$ cat config.mk
export PLATFORM = sky130hd
export DESIGN_NAME = fetch_unit
export DESIGN_NICKNAME = d
export VERILOG_FILES = /design/src/rtl/fetch_unit.sv
export SDC_FILE = /design/constraint.sdc
export NUM_CORES = 1
export LEC_CHECK = 0
export CAP_MARGIN = 20
export CORE_ASPECT_RATIO = 0.9
export CORE_UTILIZATION = 35
export CTS_CLUSTER_DIAMETER = 200
export DETAILED_ROUTE_END_ITERATION = 12
export GPL_ROUTABILITY_DRIVEN = 1
export PLACE_DENSITY = 0.59
export SLEW_MARGIN = 0
export SYNTH_ARGS = -nofsm -noshare
export SYNTH_HDL_FRONTEND = slang
export SYNTH_SLANG_ARGS = --single-unit
$ cat constraint.sdc
create_clock -name CLK -period 6.4 [get_ports CLK]
set_clock_uncertainty 0.1 [all_clocks]
set_input_delay 0.64 -clock CLK [delete_from_list [all_inputs] [get_ports CLK]]
set_output_delay 0.64 -clock CLK [all_outputs]
set_load 0.1 [all_outputs]
$ cat src/rtl/fetch_unit.sv
// Instruction fetch stage: PC register, next-PC select, imem request and IF/ID latch.
// Redirects that arrive while the PC is frozen are held until the next advance.
module fetch_unit #(
    parameter int WORD_W = 32,
    parameter logic [WORD_W-1:0] PC_INIT = '0
) (
    input  logic              CLK,
    input  logic              RST,
    input  logic              pc_en,
    input  logic              stall_ifid,
    input  logic              flush_ifid,
    input  logic              ihit,
    input  logic [WORD_W-1:0] imemload,
    input  logic              branch_taken,
    input  logic [WORD_W-1:0] branch_target,
    input  logic              jump,
    input  logic [WORD_W-1:0] jump_target,
    input  logic              halt,
    output logic              imemREN,
    output logic [WORD_W-1:0] imemaddr,
    output logic [WORD_W-1:0] ifid_instr,
    output logic [WORD_W-1:0] ifid_pc4,
    output logic              ifid_valid,
    output logic              fetch_halted,
    output logic [31:0]       fetch_count
);

    typedef enum logic {
        RUN,
        HALTED
    } state_t;

    typedef struct packed {
        logic [WORD_W-1:0] instr;
        logic [WORD_W-1:0] pc4;
        logic              valid;
    } ifid_t;

    state_t            state;
    logic [WORD_W-1:0] pc;
    logic [WORD_W-1:0] pc_plus4;
    logic [WORD_W-1:0] next_pc;
    logic [WORD_W-1:0] pend_target;
    logic              pend_valid;
    logic              pend_is_branch;
    logic              running;
    logic              advance;
    logic              jump_capture;
    ifid_t             ifid;

    assign running  = (state == RUN);
    assign advance  = pc_en & ihit & running;
    assign pc_plus4 = pc + WORD_W'(4);

    // A queued jump may be replaced by a newer jump, never a queued branch.
    assign jump_capture = jump & (~pend_valid | ~pend_is_branch);

    always_comb begin
        next_pc = pc_plus4;
        if (branch_taken) begin
            next_pc = branch_target;
        end else if (jump) begin
            next_pc = jump_target;
        end else if (pend_valid) begin
            next_pc = pend_target;
        end
    end

    always_ff @(posedge CLK or posedge RST) begin
        if (RST) begin
            state          <= RUN;
            pc             <= PC_INIT;
            pend_valid     <= 1'b0;
            pend_target    <= '0;
            pend_is_branch <= 1'b0;
        end else if (running) begin
            if (halt) begin
                state <= HALTED;
            end else if (advance) begin
                pc         <= next_pc;
                pend_valid <= 1'b0;
            end else if (branch_taken) begin
                pend_target    <= branch_target;
                pend_valid     <= 1'b1;
                pend_is_branch <= 1'b1;
            end else if (jump_capture) begin
                pend_target    <= jump_target;
                pend_valid     <= 1'b1;
                pend_is_branch <= 1'b0;
            end
        end
    end

    always_ff @(posedge CLK or posedge RST) begin
        if (RST) begin
            ifid        <= '0;
            fetch_count <= '0;
        end else if (!running || halt) begin
            ifid <= '0;
        end else if (flush_ifid) begin
            ifid <= '0;
        end else if (stall_ifid) begin
            ifid <= ifid;
        end else if (ihit) begin
            ifid.instr  <= imemload;
            ifid.pc4    <= pc_plus4;
            ifid.valid  <= 1'b1;
            fetch_count <= fetch_count + 32'd1;
        end else begin
            ifid <= '0;
        end
    end

    assign imemaddr     = pc;
    assign imemREN      = running;
    assign fetch_halted = ~running;
    assign ifid_instr   = ifid.instr;
    assign ifid_pc4     = ifid.pc4;
    assign ifid_valid   = ifid.valid;

endmodule

Yosys cells after proc, flatten, opt, wreduce, memory -nomap -nowiden
Index checks and enable logic that the tools add are counted.
W data, S select, Z words.

storage, ports and cells
  bits in registers = 164
  bits of input ports = 105
  output and inout port bits = 131
  logic and storage cells = 47

cells by class
  add/sub/neg operators = 2
  equality and inequality tests = 1
  muxes and demuxes = 16
  bitwise operators = 12
  reduce and logical (&&, ||, !) cells = 7

operators with widths
  operator                 number
  $mux W65                 4
  $mux W32                 5
  $add A32 B1 Y32 const B  1
  $add A32 B3 Y32 const B  1
  $not A1 Y1               8
  $reduce_and A4 Y1        2
  $mux W1                  7
  $reduce_and A3 Y1        2
  $and A1 B1 Y1            3
  $ne A3 B1 Y1 const B     1
  $reduce_bool A3 Y1       1
  $reduce_bool A2 Y1       1
  $logic_or A1 B1 Y1       1
  $or A1 B1 Y1             1

Longest topological paths before layout
  depth in word-level cells = 6
  mapped depth = 8
  mapped depth without buffers = 6

Least setup slack after synthesis
Ideal clock, no wire load.

  path type = flip-flop to flip-flop
  start point = register pc[11] (netlist: imemaddr[11])
  end point = register pc[25] (netlist: imemaddr[25])
  arrival = 2464 ps
  path slack = 3767 ps
  cell stages (with the launch flop) = 7
  period minus slack after synthesis = 2633 ps
  path through = dfrtp_1 clkbuf_8 nand3_2 nor4_4 nand4_1 o31ai_1 a22o_1

between the ends
  word-level cells in the longest chain between the ends = 4

RTL lines
  what                    line  RTL
  start, declared         40    logic [WORD_W-1:0] pc;
  start signal, assigned  80    pc <= next_pc;
  $add A32 B3 Y32         53    assign pc_plus4 = pc + WORD_W'(4);
  $mux W32                64    end else if (pend_valid) begin
  $mux W32                62    end else if (jump) begin
  $mux W32                60    if (branch_taken) begin

Every way passes these cells.
A chain may end at the register's enable or synchronous reset.

Worst setup path in the final report
  start point = register pc[11] (netlist: imemaddr[11])
  end point = output imemaddr[11]

RTL lines
  what           line  RTL
  end, declared  20    output logic [WORD_W-1:0] imemaddr,

No word-level cell between the ends.

==> flow_summary_export.csv <==
group,metric,value,unit
placement,post-place-ws,3.21,ns
synthesis,post_synth_inst_count,835,
synthesis,syn_area,8120,um^2
worst_setup_path,worstSetupEndpointType,"output port",
clocking,cts_sinks,164,
sta,layout_worst_path_cycle_share,46.8,%
synthesis,yosysSeqAreaShare,50.5,%
synthesis,postSynth.asyncResetShare,100,%
synthesis,synth_area_per_cell,9.73,um^2
worst_hold_path,timing.hold.worst.class,"register to register",
clocking,cts_repair_resize_count,0,
drt,post_drt_wl_per_cell,18.2,um
pwr,p_per_area,223,nW/um^2
global_routing,first_global_vias,6731,
clocking,tritoncts_clock_tree,"built",
global_routing,antenna_found_initial,0,
drt,starting_drt_drc_count,578,
floorplan,num_rows,52,
floorplan,start_util,35.9,%
worst_setup_path,cp_data_arrival_time,2.26,ns
placement,gp_congestion,0.845,
synthesis,synth_nets,942,
placement,dp_hpwl,17500,um
sta,total_negative_setup_slacks,0,ns
worst_setup_path,worst_setup_path_category,"register to output port",
synthesis,yosysWarnings,0,
sta,worst_slack,3.40,ns
drt,viasPerCell,5.16,
cells_and_area,finalInstanceArea,11300,um^2
clocking,cts-buffers-inserted,17,
synthesis,post-synth-top-area-cell,"dfrtp_1",
pwr,vdd_drop_max,0.160,mV
synthesis,synth_top_cells_by_count,"164 x dfrtp_1, 121 x nand2_1, 99 x o21ai_0",
synthesis,postSynthRegisterBits,164,
synthesis,synth-edff-count,0,
status,outcome,"finished, final reports clean",
clocking,cts.repair_timing.setup_buffer_count,0,
clocking,clock_tree.root_cell,"clkbuf_16",
worst_setup_path,required,5.66,ns
synthesis,yosys.cell_types.count,60,
cells_and_area,syn2layout_area_growth,38.6,%
placement,postPlaceCellArea,10700,um^2
synthesis,ys_top_cells_by_area,"dfrtp_1 51%, o21ai_0 6.1%, nand2_1 5.6%, mux2i_1 4.3%, xnor2_1 4.1%",
sta,grt_setup_unrepaired,"false",
worst_setup_path,crit_path_max_fanout,11,
drt,detailedRoute.firstPassIterationCount,5,
drt,routed-via-count,6972,
floorplan,die_x,163,um
sta,finalCriticalPeriod,3.00,ns
drt,route.detailed.drc,0,
worst_setup_path,path_cells,"clkdlybuf4s50_1",
worst_setup_path,worst-path-buf-inv,1,
synthesis,synthMostInstantiatedCell,"dfrtp_1",
worst_setup_path,timing.critical_path.from_type,"register",
cells_and_area,fraction_of_layout_instances_using_a_drive_strength_above_1,5.22,%
clocking,cts_htree_levels,4,
placement,portBuffers,235,
floorplan,core_footprint,22600,um^2
global_routing,grt_start_max_net_pins,100,
floorplan,die-area,23800,um^2
worst_setup_path,biggest_cell_delay_along_the_critical_path,1.25,ns
cells_and_area,diodes,0,
sta,setup_failing_eps_final,0,
cells_and_area,finalNetCount,1148,
sta,report.final.slew_viol_count,0,
drt,finalWirelength,24600,um
worst_setup_path,crit_slowest_cell,"clkdlybuf4s50_1",
floorplan,pin_count,236,
synthesis,synth_top_area_share,50.5,%
flow_run,max_cap_violations,0,
sta,fmax,334,MHz
sta,finalHoldViolations,0,
global_routing,groute.usage.overall,21.4,%
cells_and_area,finalCoreUtilization,49.7,%
sta,worst_pin_slew,1.06,ns
global_routing,first_pass_grt_wire_length,39400,um
worst_setup_path,cp_top_family,"buffers and inverters",
pwr,p_total,2.51,mW
clocking,clock_latency,0.43,ns
synthesis,synthFlopType,"dfrtp_1",
clocking,clk_path_buf_depth,2,
clocking,cts_hold_repair.buffers,0,
floorplan,die_height,147,um
drt,ant_nets,0,
global_routing,grt-ovfl-total,0,
sta,timing.max_slew.rel_slack,28.9,%
pwr,power_leakage,4.81,nW
clocking,path_clk_slew,0.07,ns
==> sequential cells by signal (all words and copies together), names as in the netlist <==
signal / count
fetch_halted: 1
ifid_pc4: 32
imemaddr: 32
ifid_instr: 32
pend_is_branch: 1
pend_valid: 1
pend_target: 32
fetch_count: 32
ifid_valid: 1
==> power breakdown <==
part / internal (mW) / leakage [nW] / total (mW) / switching [mW]
combinational: 0.138 / 2.34 / 0.370 / 0.233
sequential: 1.07 / 2.19 / 1.12 / 0.0433
clock: 0.559 / 0.283 / 1.02 / 0.461
total: 1.77 / 4.81 / 2.51 / 0.736
==> path summary, 6_finish.rpt <==
kind | slack [ns] | startpoint | depth (start not counted) | to
setup / recovery | 3.40 | imemaddr[11] | 1 | imemaddr[11]
hold / removal | 0.38 | ifid_pc4[12] | 2 | ifid_pc4[12]
setup reg to reg | 3.76 | pend_valid | 5 | imemaddr[26]
hold reg to reg | 0.38 | ifid_pc4[12] | 2 | ifid_pc4[12]
max in group asynchronous | 4.05 | RST | 3 | pend_target[6]
min in group asynchronous | 0.65 | RST | 2 | ifid_instr[6]
==> final cells by class <==
class / count / area [um^2]
repair buffers: 243 / 2410
flip-flops and latches: 164 / 4100
clock buffers: 18 / 439
multi-input cells: 595 / 3710
well taps: 297 / 372
fillers: 2165 / 11400
inverters: 20 / 80.1
clock inverters: 14 / 141
==> cells in the final DEF, fill, tap and decap left out, types with 10 or more instances in the layout <==
cell type | netlist | layout
nor2_1 | 43 | 43
nand4_1 | 15 | 15
a221oi_1 | 11 | 11
xnor2_1 | 38 | 38
o21ai_0 | 99 | 99
nand2_1 | 121 | 121
nand3_1 | 17 | 17
mux2i_1 | 35 | 35
clkbuf_16 | 0 | 17
nand3b_1 | 10 | 10
a21oi_1 | 39 | 39
inv_1 | 20 | 19
xor2_1 | 20 | 20
dfrtp_1 | 164 | 164
clkdlybuf4s50_1 | 0 | 234
a22oi_1 | 13 | 13
a22o_1 | 37 | 37
==> stage by stage <==
stage,hold slack [ns],instances
after floorplan,0.350,835
after global placement,0.359,1319
after detailed placement,0.368,1319
after CTS,0.385,1351
after global routing,0.401,1351
final,0.376,1351
==> routing by layer <==
layer,up-vias,share of wire (%),track usage (%)
met5,-,0,0
met4,0,0.96,5.42
met3,13,7.6,4.60
met2,282,43,29.9
met1,3289,49,32.9
li1,3388,-,-
==> kinds of logic (layout without fill, tap and decap cells) <==
| family | Yosys count | after routing | synth area share [%] |
|---|---|---|---|
| flops | 164 | 164 | 50.5 |
| mux | 36 | 36 | 4.45 |
| xor+xnor | 58 | 58 | 6.25 |
| fa+ha+maj | 2 | 2 | 0.308 |
| compound gates | 238 | 238 | 18.6 |
| simple gates | 261 | 261 | 16.1 |
| buf+inv | 76 | 295 | 3.76 |
Power figures use the tool's default switching activity.
